`config.mk`:
```
export PLATFORM = sky130hd
export DESIGN_NAME = nco_phase_detector_flat
export DESIGN_NICKNAME = d
export VERILOG_FILES = /design/src/rtl/nco_phase_detector_if.sv /design/src/rtl/nco_phase_detector.sv /design/src/flat_wrapper.sv
export SDC_FILE = /design/constraint.sdc
export NUM_CORES = 1
export LEC_CHECK = 0
export CAP_MARGIN = 20
export CORE_ASPECT_RATIO = 0.8
export CORE_MARGIN = 2
export CORE_UTILIZATION = 64
export CTS_CLUSTER_SIZE = 25
export DETAILED_ROUTE_END_ITERATION = 8
export GPL_TIMING_DRIVEN = 1
export PLACE_DENSITY = 0.88
export SYNTH_ARGS = -nofsm -noshare
export SYNTH_HDL_FRONTEND = slang
export SYNTH_SLANG_ARGS = --single-unit
```
`constraint.sdc`:
```
create_clock -name clk -period 22.5 [get_ports clk]
set_input_delay 4.5 -clock clk [delete_from_list [all_inputs] [get_ports clk]]
set_output_delay 4.5 -clock clk [all_outputs]
set_load 0.01 [all_outputs]
```
`src/rtl/nco_phase_detector_if.sv`:
```
// ---------------------------------------------------------------------------
// nco_phase_detector_if
//
// Purpose:
//   Bundles the sample handshake and the result bus of nco_phase_detector.
//   The producer of quadrature samples uses the master modport. The phase
//   detector itself uses the slave modport.
//
// Signals:
//   in_valid   producer -> detector   sample pair is valid
//   in_ready   detector -> producer   detector can take a pair (IDLE only)
//   fsin_i     producer -> detector   signed sine (y) component, mpr bits
//   fcos_i     producer -> detector   signed cosine (x) component, mpr bits
//   phi_o      detector -> consumer   absolute phase, fraction of a turn
//   phi_inc_o  detector -> consumer   phase step since the previous result
//   mag_o      detector -> consumer   magnitude times the CORDIC gain
//   out_valid  detector -> consumer   results valid
// ---------------------------------------------------------------------------
interface nco_phase_detector_if #(
    parameter int mpr = 18,
    parameter int apr = 32
);

    logic                  in_valid;
    logic                  in_ready;
    logic signed [mpr-1:0] fsin_i;
    logic signed [mpr-1:0] fcos_i;
    logic        [apr-1:0] phi_o;
    logic        [apr-1:0] phi_inc_o;
    logic        [mpr+1:0] mag_o;
    logic                  out_valid;

    modport master (
        output in_valid,
        output fsin_i,
        output fcos_i,
        input  in_ready,
        input  phi_o,
        input  phi_inc_o,
        input  mag_o,
        input  out_valid
    );

    modport slave (
        input  in_valid,
        input  fsin_i,
        input  fcos_i,
        output in_ready,
        output phi_o,
        output phi_inc_o,
        output mag_o,
        output out_valid
    );

endinterface

```
`src/rtl/nco_phase_detector.sv`:
```
// ---------------------------------------------------------------------------
// nco_phase_detector
//
// Purpose:
//   Converts a quadrature sample pair (sine, cosine) into an absolute phase
//   word in NCO phase-accumulator format, using an iterative CORDIC in
//   vectoring mode (one micro-rotation per enabled clock). It also reports
//   the phase step between consecutive results, in NCO phase-increment
//   format, and the vector magnitude scaled by the CORDIC gain.
//
// Parameters:
//   mpr    width of the signed sine/cosine inputs
//   apr    width of phase and frequency words (full turn = 2^apr), 16..32
//   iters  number of CORDIC micro-rotations, 8..24
//
// Ports:
//   clk    system clock, rising edge
//   reset  asynchronous, active-high reset
//   clken  clock enable; when low every register holds its value
//   bus    slave side of nco_phase_detector_if (handshake + results)
//
// Timing:
//   A pair is accepted on an enabled edge in IDLE. One cycle of
//   pre-rotation and iters cycles of micro-rotation follow; the results are
//   registered on the last micro-rotation edge, so out_valid is high during
//   the DONE cycle and the block is back in IDLE one enabled cycle later.
// ---------------------------------------------------------------------------
module nco_phase_detector #(
    parameter int mpr   = 18,
    parameter int apr   = 32,
    parameter int iters = 16
) (
    input  logic                 clk,
    input  logic                 reset,
    input  logic                 clken,
    nco_phase_detector_if.slave  bus
);

    // Two guard bits absorb the CORDIC gain (about 1.65) on top of the
    // sqrt(2) growth of a full-scale diagonal input.
    localparam int W = mpr + 2;

    // The arctangent table is kept at 32-bit precision and rounded down to
    // apr bits when apr is narrower.
    localparam int          RND_SH  = (apr < 32) ? (31 - apr) : 0;
    localparam logic [32:0] RND_ADD = (apr < 32) ? (33'd1 << RND_SH) : 33'd0;

    localparam logic [apr-1:0] HALF_TURN = {1'b1, {(apr-1){1'b0}}};

    typedef enum logic [1:0] {
        IDLE,
        PREROT,
        ITER,
        DONE
    } state_t;

    state_t state;
    state_t state_next;

    logic signed [W-1:0] x;
    logic signed [W-1:0] y;
    logic signed [W-1:0] x_sh;
    logic signed [W-1:0] y_sh;
    logic signed [W-1:0] x_rot;
    logic signed [W-1:0] y_rot;
    logic [apr-1:0]      z;
    logic [apr-1:0]      z_rot;
    logic [apr-1:0]      atan_k;
    logic [apr-1:0]      phi_val;
    logic [apr-1:0]      prev;
    logic [4:0]          k;
    logic                zero_flag;
    logic                last_iter;
    logic                accept;

    // atan(2^-idx) as a fraction of a turn, scaled to 2^32 and rounded,
    // then rescaled to apr bits.
    function automatic logic [apr-1:0] atan_entry(input logic [4:0] idx);
        logic [31:0] t32;
        t32 = 32'h0000_0000;
        case (idx)
            5'd0:    t32 = 32'h2000_0000;
            5'd1:    t32 = 32'h12E4_051E;
            5'd2:    t32 = 32'h09FB_385B;
            5'd3:    t32 = 32'h0511_11D4;
            5'd4:    t32 = 32'h028B_0D43;
            5'd5:    t32 = 32'h0145_D7E1;
            5'd6:    t32 = 32'h00A2_F61E;
            5'd7:    t32 = 32'h0051_7C55;
            5'd8:    t32 = 32'h0028_BE53;
            5'd9:    t32 = 32'h0014_5F2F;
            5'd10:   t32 = 32'h000A_2F98;
            5'd11:   t32 = 32'h0005_17CC;
            5'd12:   t32 = 32'h0002_8BE6;
            5'd13:   t32 = 32'h0001_45F3;
            5'd14:   t32 = 32'h0000_A2FA;
            5'd15:   t32 = 32'h0000_517D;
            5'd16:   t32 = 32'h0000_28BE;
            5'd17:   t32 = 32'h0000_145F;
            5'd18:   t32 = 32'h0000_0A30;
            5'd19:   t32 = 32'h0000_0518;
            5'd20:   t32 = 32'h0000_028C;
            5'd21:   t32 = 32'h0000_0146;
            5'd22:   t32 = 32'h0000_00A3;
            5'd23:   t32 = 32'h0000_0051;
            default: t32 = 32'h0000_0000;
        endcase
        return apr'(({1'b0, t32} + RND_ADD) >> (32 - apr));
    endfunction

    // State register. Every transition is already qualified by clken in the
    // next-state logic, so the register simply follows state_next.
    always_ff @(posedge clk or posedge reset) begin
        if (reset) begin
            state <= IDLE;
        end else begin
            state <= state_next;
        end
    end

    // Next-state and handshake decode. in_ready is a pure decode of the
    // state register, so it is high in IDLE and straight out of reset.
    // Pairs offered outside IDLE are simply not taken.
    always_comb begin
        state_next   = state;
        bus.in_ready = 1'b0;
        accept       = 1'b0;
        case (state)
            IDLE: begin
                bus.in_ready = 1'b1;
                if (bus.in_valid && clken) begin
                    accept     = 1'b1;
                    state_next = PREROT;
                end
            end
            PREROT: begin
                if (clken) begin
                    state_next = ITER;
                end
            end
            ITER: begin
                if (clken && last_iter) begin
                    state_next = DONE;
                end
            end
            DONE: begin
                if (clken) begin
                    state_next = IDLE;
                end
            end
            default: begin
                state_next = IDLE;
            end
        endcase
    end

    // One vectoring micro-rotation. The sign of y picks the rotation
    // direction that drives y toward zero; z accumulates the rotated angle
    // and wraps naturally modulo 2^apr. Both shifts use the pre-update x/y.
    always_comb begin
        last_iter = (k == 5'(iters - 1));
        atan_k    = atan_entry(k);
        x_sh      = x >>> k;
        y_sh      = y >>> k;
        x_rot     = x;
        y_rot     = y;
        z_rot     = z;
        if (!y[W-1]) begin
            x_rot = x + y_sh;
            y_rot = y - x_sh;
            z_rot = z + atan_k;
        end else begin
            x_rot = x - y_sh;
            y_rot = y + x_sh;
            z_rot = z - atan_k;
        end
        phi_val = zero_flag ? '0 : z_rot;
    end

    // CORDIC working registers. The pre-rotation folds the left half-plane
    // onto the right one (rotation by half a turn) so that the remaining
    // micro-rotations only need to cover about +/-100 degrees. A zero
    // vector has no defined angle, so it is flagged before rotation and its
    // outputs are forced to zero at the end.
    always_ff @(posedge clk or posedge reset) begin
        if (reset) begin
            x         <= '0;
            y         <= '0;
            z         <= '0;
            k         <= '0;
            zero_flag <= 1'b0;
        end else if (clken) begin
            case (state)
                IDLE: begin
                    if (accept) begin
                        x <= {{2{bus.fcos_i[mpr-1]}}, bus.fcos_i};
                        y <= {{2{bus.fsin_i[mpr-1]}}, bus.fsin_i};
                    end
                end
                PREROT: begin
                    if (x[W-1]) begin
                        x <= -x;
                        y <= -y;
                        z <= HALF_TURN;
                    end else begin
                        z <= '0;
                    end
                    zero_flag <= (x == '0) && (y == '0);
                    k         <= '0;
                end
                ITER: begin
                    x <= x_rot;
                    y <= y_rot;
                    z <= z_rot;
                    k <= k + 5'd1;
                end
                default: begin
                end
            endcase
        end
    end

    // Result registers. They load on the final micro-rotation edge so the
    // values are already stable for the whole DONE cycle, and they keep
    // their contents afterwards until the next result. The phase step is
    // taken against the previously reported phase, which is zero after
    // reset, so the first step equals the first phase.
    always_ff @(posedge clk or posedge reset) begin
        if (reset) begin
            bus.out_valid <= 1'b0;
            bus.phi_o     <= '0;
            bus.phi_inc_o <= '0;
            bus.mag_o     <= '0;
            prev          <= '0;
        end else if (clken) begin
            if ((state == ITER) && last_iter) begin
                bus.out_valid <= 1'b1;
                bus.phi_o     <= phi_val;
                bus.phi_inc_o <= phi_val - prev;
                bus.mag_o     <= zero_flag ? '0 : $unsigned(x_rot);
                prev          <= phi_val;
            end else if (state == DONE) begin
                bus.out_valid <= 1'b0;
            end
        end
    end

endmodule

```
`src/flat_wrapper.sv`:
```
// flat-port wrapper written by rule: the top's interface ports become plain ports
module nco_phase_detector_flat 
#(
    parameter int mpr   = 18,
    parameter int apr   = 32,
    parameter int iters = 16
)
  (clk, reset, clken, bus_in_valid, bus_fsin_i, bus_fcos_i, bus_in_ready, bus_phi_o, bus_phi_inc_o, bus_mag_o, bus_out_valid);
  nco_phase_detector_if #(.mpr(mpr), .apr(apr)) bus_i ();
  input  logic clk;
  input  logic reset;
  input  logic clken;
  input wire logic [$bits(bus_i.in_valid)-1:0] bus_in_valid;
  input wire logic [$bits(bus_i.fsin_i)-1:0] bus_fsin_i;
  input wire logic [$bits(bus_i.fcos_i)-1:0] bus_fcos_i;
  output wire logic [$bits(bus_i.in_ready)-1:0] bus_in_ready;
  output wire logic [$bits(bus_i.phi_o)-1:0] bus_phi_o;
  output wire logic [$bits(bus_i.phi_inc_o)-1:0] bus_phi_inc_o;
  output wire logic [$bits(bus_i.mag_o)-1:0] bus_mag_o;
  output wire logic [$bits(bus_i.out_valid)-1:0] bus_out_valid;
  assign bus_i.in_valid = bus_in_valid;
  assign bus_i.fsin_i = bus_fsin_i;
  assign bus_i.fcos_i = bus_fcos_i;
  assign bus_in_ready = bus_i.in_ready;
  assign bus_phi_o = bus_i.phi_o;
  assign bus_phi_inc_o = bus_i.phi_inc_o;
  assign bus_mag_o = bus_i.mag_o;
  assign bus_out_valid = bus_i.out_valid;
  nco_phase_detector #(.mpr(mpr), .apr(apr), .iters(iters)) u_core (.clk(clk), .reset(reset), .clken(clken), .bus(bus_i));
endmodule
```
==> flow_metrics.py <==
metrics = {
    "outcome": {
        "status": "completed",
    },
    "clock_network": {
        "clk_latency_ps": 450,
        "cts_setup_buffers": 0,
        "cts_tree": "built",
        "cts-htree-levels": 4,
        "cts_resized": 0,
        "clkSlewWorstSetupHoldPaths_ps": 70,
        "cts_buffer_depth": 2,
        "cts_root_buf": "clkbuf_16",
        "cts_hold_buf": 0,
        "numCtsBuffers": 17,
        "cts_sinks": 165,
    },
    "finish": {
        "diodes": 0,
        "drive_gt1_share_pct": 7.17,
        "final_cells": 2387,
        "utilization_pct": 72.6,
        "multi_input_area_um2": 11400,
        "area_growth_syn_to_layout_pct": 11.6,
        "final_area_um2": 18400,
        "num-nets-final": 2213,
        "nFillCells": 1921,
        "final-seq-area_um2": 4140,
    },
    "yosys": {
        "synth_warnings": 0,
        "synth_top_area_share_pct": 25.1,
        "synth_edf_count": 0,
        "synth_cells": 2018,
        "synth_nets": 2181,
        "syn_area_per_cell_um2": 8.15,
        "synth_area_leaders": "dfrtp_1 (25%), ha_1 (9.0%), mux4_2 (5.6%)",
        "synth.cell_area_um2": 16500,
        "seq_area_frac_synth_pct": 25.1,
        "synth_top_area_cell": "dfrtp_1",
        "synth_cell_types": 76,
        "synth_flop_cell": "dfrtp_1",
        "synth_seq_cells": 165,
        "synthArstFlopShare_pct": 100,
    },
    "worst_setup_path": {
        "cp_slowest_cell": "buf_4",
        "worstSetupStartpointType": "register",
        "cpLargestDelayFamily": "compound AO/OA/AOI/OAI gates",
        "rr_worst_depth": 35,
        "worstPathRequired_ps": 22790,
        "critPathMaxFanout": 49,
        "path_class": "register to register",
        "worstSetupEndpointType": "register",
        "cp.depth": 35,
        "reg2reg_to": "u_core.bus.phi_inc_o[31]$_DFFE_PP0P_",
        "crit_buf_inv": 2,
        "cp.arrival_ps": 9290,
        "r2r_start": "u_core.k[0]$_DFFE_PP0P_",
        "critPathMaxStageDelay_ps": 560,
        "crit_top_cell": "a21o_1",
        "rrSetupSlack_ps": 13500,
    },
    "flow_run": {
        "maxCapViolations": 0,
    },
    "placed_design": {
        "place.port_buffers": 125,
        "dp_cells": 2355,
        "hpwlAfterDp_um": 38000,
        "place_area_um2": 17700,
        "place_congestion": 1.02,
    },
    "grt": {
        "grt_max_degree": 96,
        "grt-ovfl-total": 0,
        "grt_usage_pct": 38.5,
        "antenna_found_initial": 0,
        "grt_pass1_wl_um": 82400,
        "grt_pass1_vias": 15100,
    },
    "drt": {
        "drt-vias-per-instance": 6.78,
        "postRouteWirelength_um": 52000,
        "wl_per_cell_um": 21.8,
        "routed-via-count": 16200,
        "drt_iter0_drc": 2004,
        "ant_nets": 0,
        "drt-pass1-iter-count": 5,
        "route.detailed.drc": 0,
    },
    "timing": {
        "rsz0062_at_grt": "false",
        "tns_ps": 0,
        "fin_skew_ps": 14.2,
        "setup_violations": 0,
        "fmax_mhz": 111,
        "slew_headroom_pct": 24.8,
        "finalCritPeriodShare_pct": 40.0,
        "hold_viol_final": 0,
        "tightestPinTransition_ps": 1120,
        "drv_slew": 0,
        "period_needed_ps": 9000,
    },
    "worst_hold_path": {
        "hold_path_startpoint": "u_core.bus.phi_inc_o[5]$_DFFE_PP0P_",
        "hold_class": "register to register",
        "whs_endpoint": "u_core.bus.phi_inc_o[5]$_DFFE_PP0P_",
        "hold_depth": 2,
    },
    "floorplanning": {
        "die_area_um2": 27000,
        "coreArea_um2": 25300,
        "start_util_pct": 65.0,
        "die_h_um": 147,
        "die_w_um": 183,
        "row_count": 52,
        "ios": 126,
    },
}
## cells in the final DEF, fill, tap and decap left out, drive strengths merged, types with 23 or more instances in the layout
cell type / count
inv: 96
nand3: 29
nand2: 242
o31ai: 54
o21ai: 157
xor2: 71
a31oi: 27
mux4: 41
a22o: 29
a21o: 56
xnor2: 102
a21oi: 134
nor2b: 30
nor3: 41
dfrtp: 165
a221oi: 30
clkdlybuf4s50: 125
mux2i: 29
nor2: 173
nand2b: 23
ha: 119
## sequential cells by signal, indices dropped and copies added (netlist names)
signal and count:
u_core.bus.phi_inc_o 32, u_core.x 20, u_core.z 32, u_core.bus.phi_o 32, u_core.y 20, u_core.bus.out_valid 1, u_core.bus.mag_o 20, u_core.k 5
u_core.state 2, u_core.zero_flag 1
## cells in the mapped netlist, drive strengths merged, types with 22 or more instances
library cell	number
clkbuf	96
nand3	29
buf	35
a31oi	27
dfrtp	165
mux4	41
nor2b	30
nor3	41
a21o	56
o21ai	157
xor2	71
inv	91
ha	119
a22o	29
nand2	242
o211ai	22
a21oi	134
o31ai	54
nor2	173
nand2b	23
mux2	22
mux2i	29
a221oi	30
xnor2	102
## stage by stage
step	hold WS [ps]	worst slack, ps
floorplan	449	13540
global placement	462	14210
detailed placement	469	13760
CTS	487	13680
global route	512	13070
finish	479	13500
## kinds of logic after synthesis
logic type,synth area share [%]
AO/OA/AOI/OAI,24.6
XOR/XNOR,9.34
adder cells (fa/ha/maj),9.53
buffers and inverters,5.54
flip-flops,25.1
multiplexers,8.88
AND/OR/NAND/NOR,17.0
## area by class of cell
cell class	instances	share of cell area [%]
clock buffers	20	2.54
clock inverters	12	0.886
inverters	94	1.95
multi-input cells	1628	62.3
flip-flops and latches	165	22.5
well taps	324	2.21
repair buffers	144	7.59
## worst min-delay path: stages, from the launching register on
cell and delay, ps:
dfrtp_1 340, nand2_1 40, o21ai_0 60
## layer usage
| metal | global-route usage, % | vias up | wire length [um] |
|---|---|---|---|
| met5 | 0 | - | 0 |
| met4 | 8.56 | 0 | 999 |
| met3 | 8.80 | 107 | 5870 |
| met2 | 55.3 | 950 | 21900 |
| met1 | 58.8 | 7765 | 23300 |
| li1 | - | 7369 | - |
## how the worst max path moves through the flow
stage,startpoint,to,slack [ps]
floorplan,reset,u_core.bus.mag_o[0]$_DFFE_PP0P_,13540
global placement,u_core.k[0]$_DFFE_PP0P_,u_core.bus.phi_inc_o[31]$_DFFE_PP0P_,14210
detailed placement,u_core.k[0]$_DFFE_PP0P_,u_core.bus.phi_inc_o[31]$_DFFE_PP0P_,13760
CTS,u_core.k[0]$_DFFE_PP0P_,u_core.bus.phi_inc_o[31]$_DFFE_PP0P_,13680
global route,u_core.k[0]$_DFFE_PP0P_,u_core.bus.phi_inc_o[31]$_DFFE_PP0P_,13070
finish,u_core.k[0]$_DFFE_PP0P_,u_core.bus.phi_inc_o[31]$_DFFE_PP0P_,13500
Power is not shown: default switching activity piles up to over one toggle a cycle in this logic, so the estimate is an artifact.
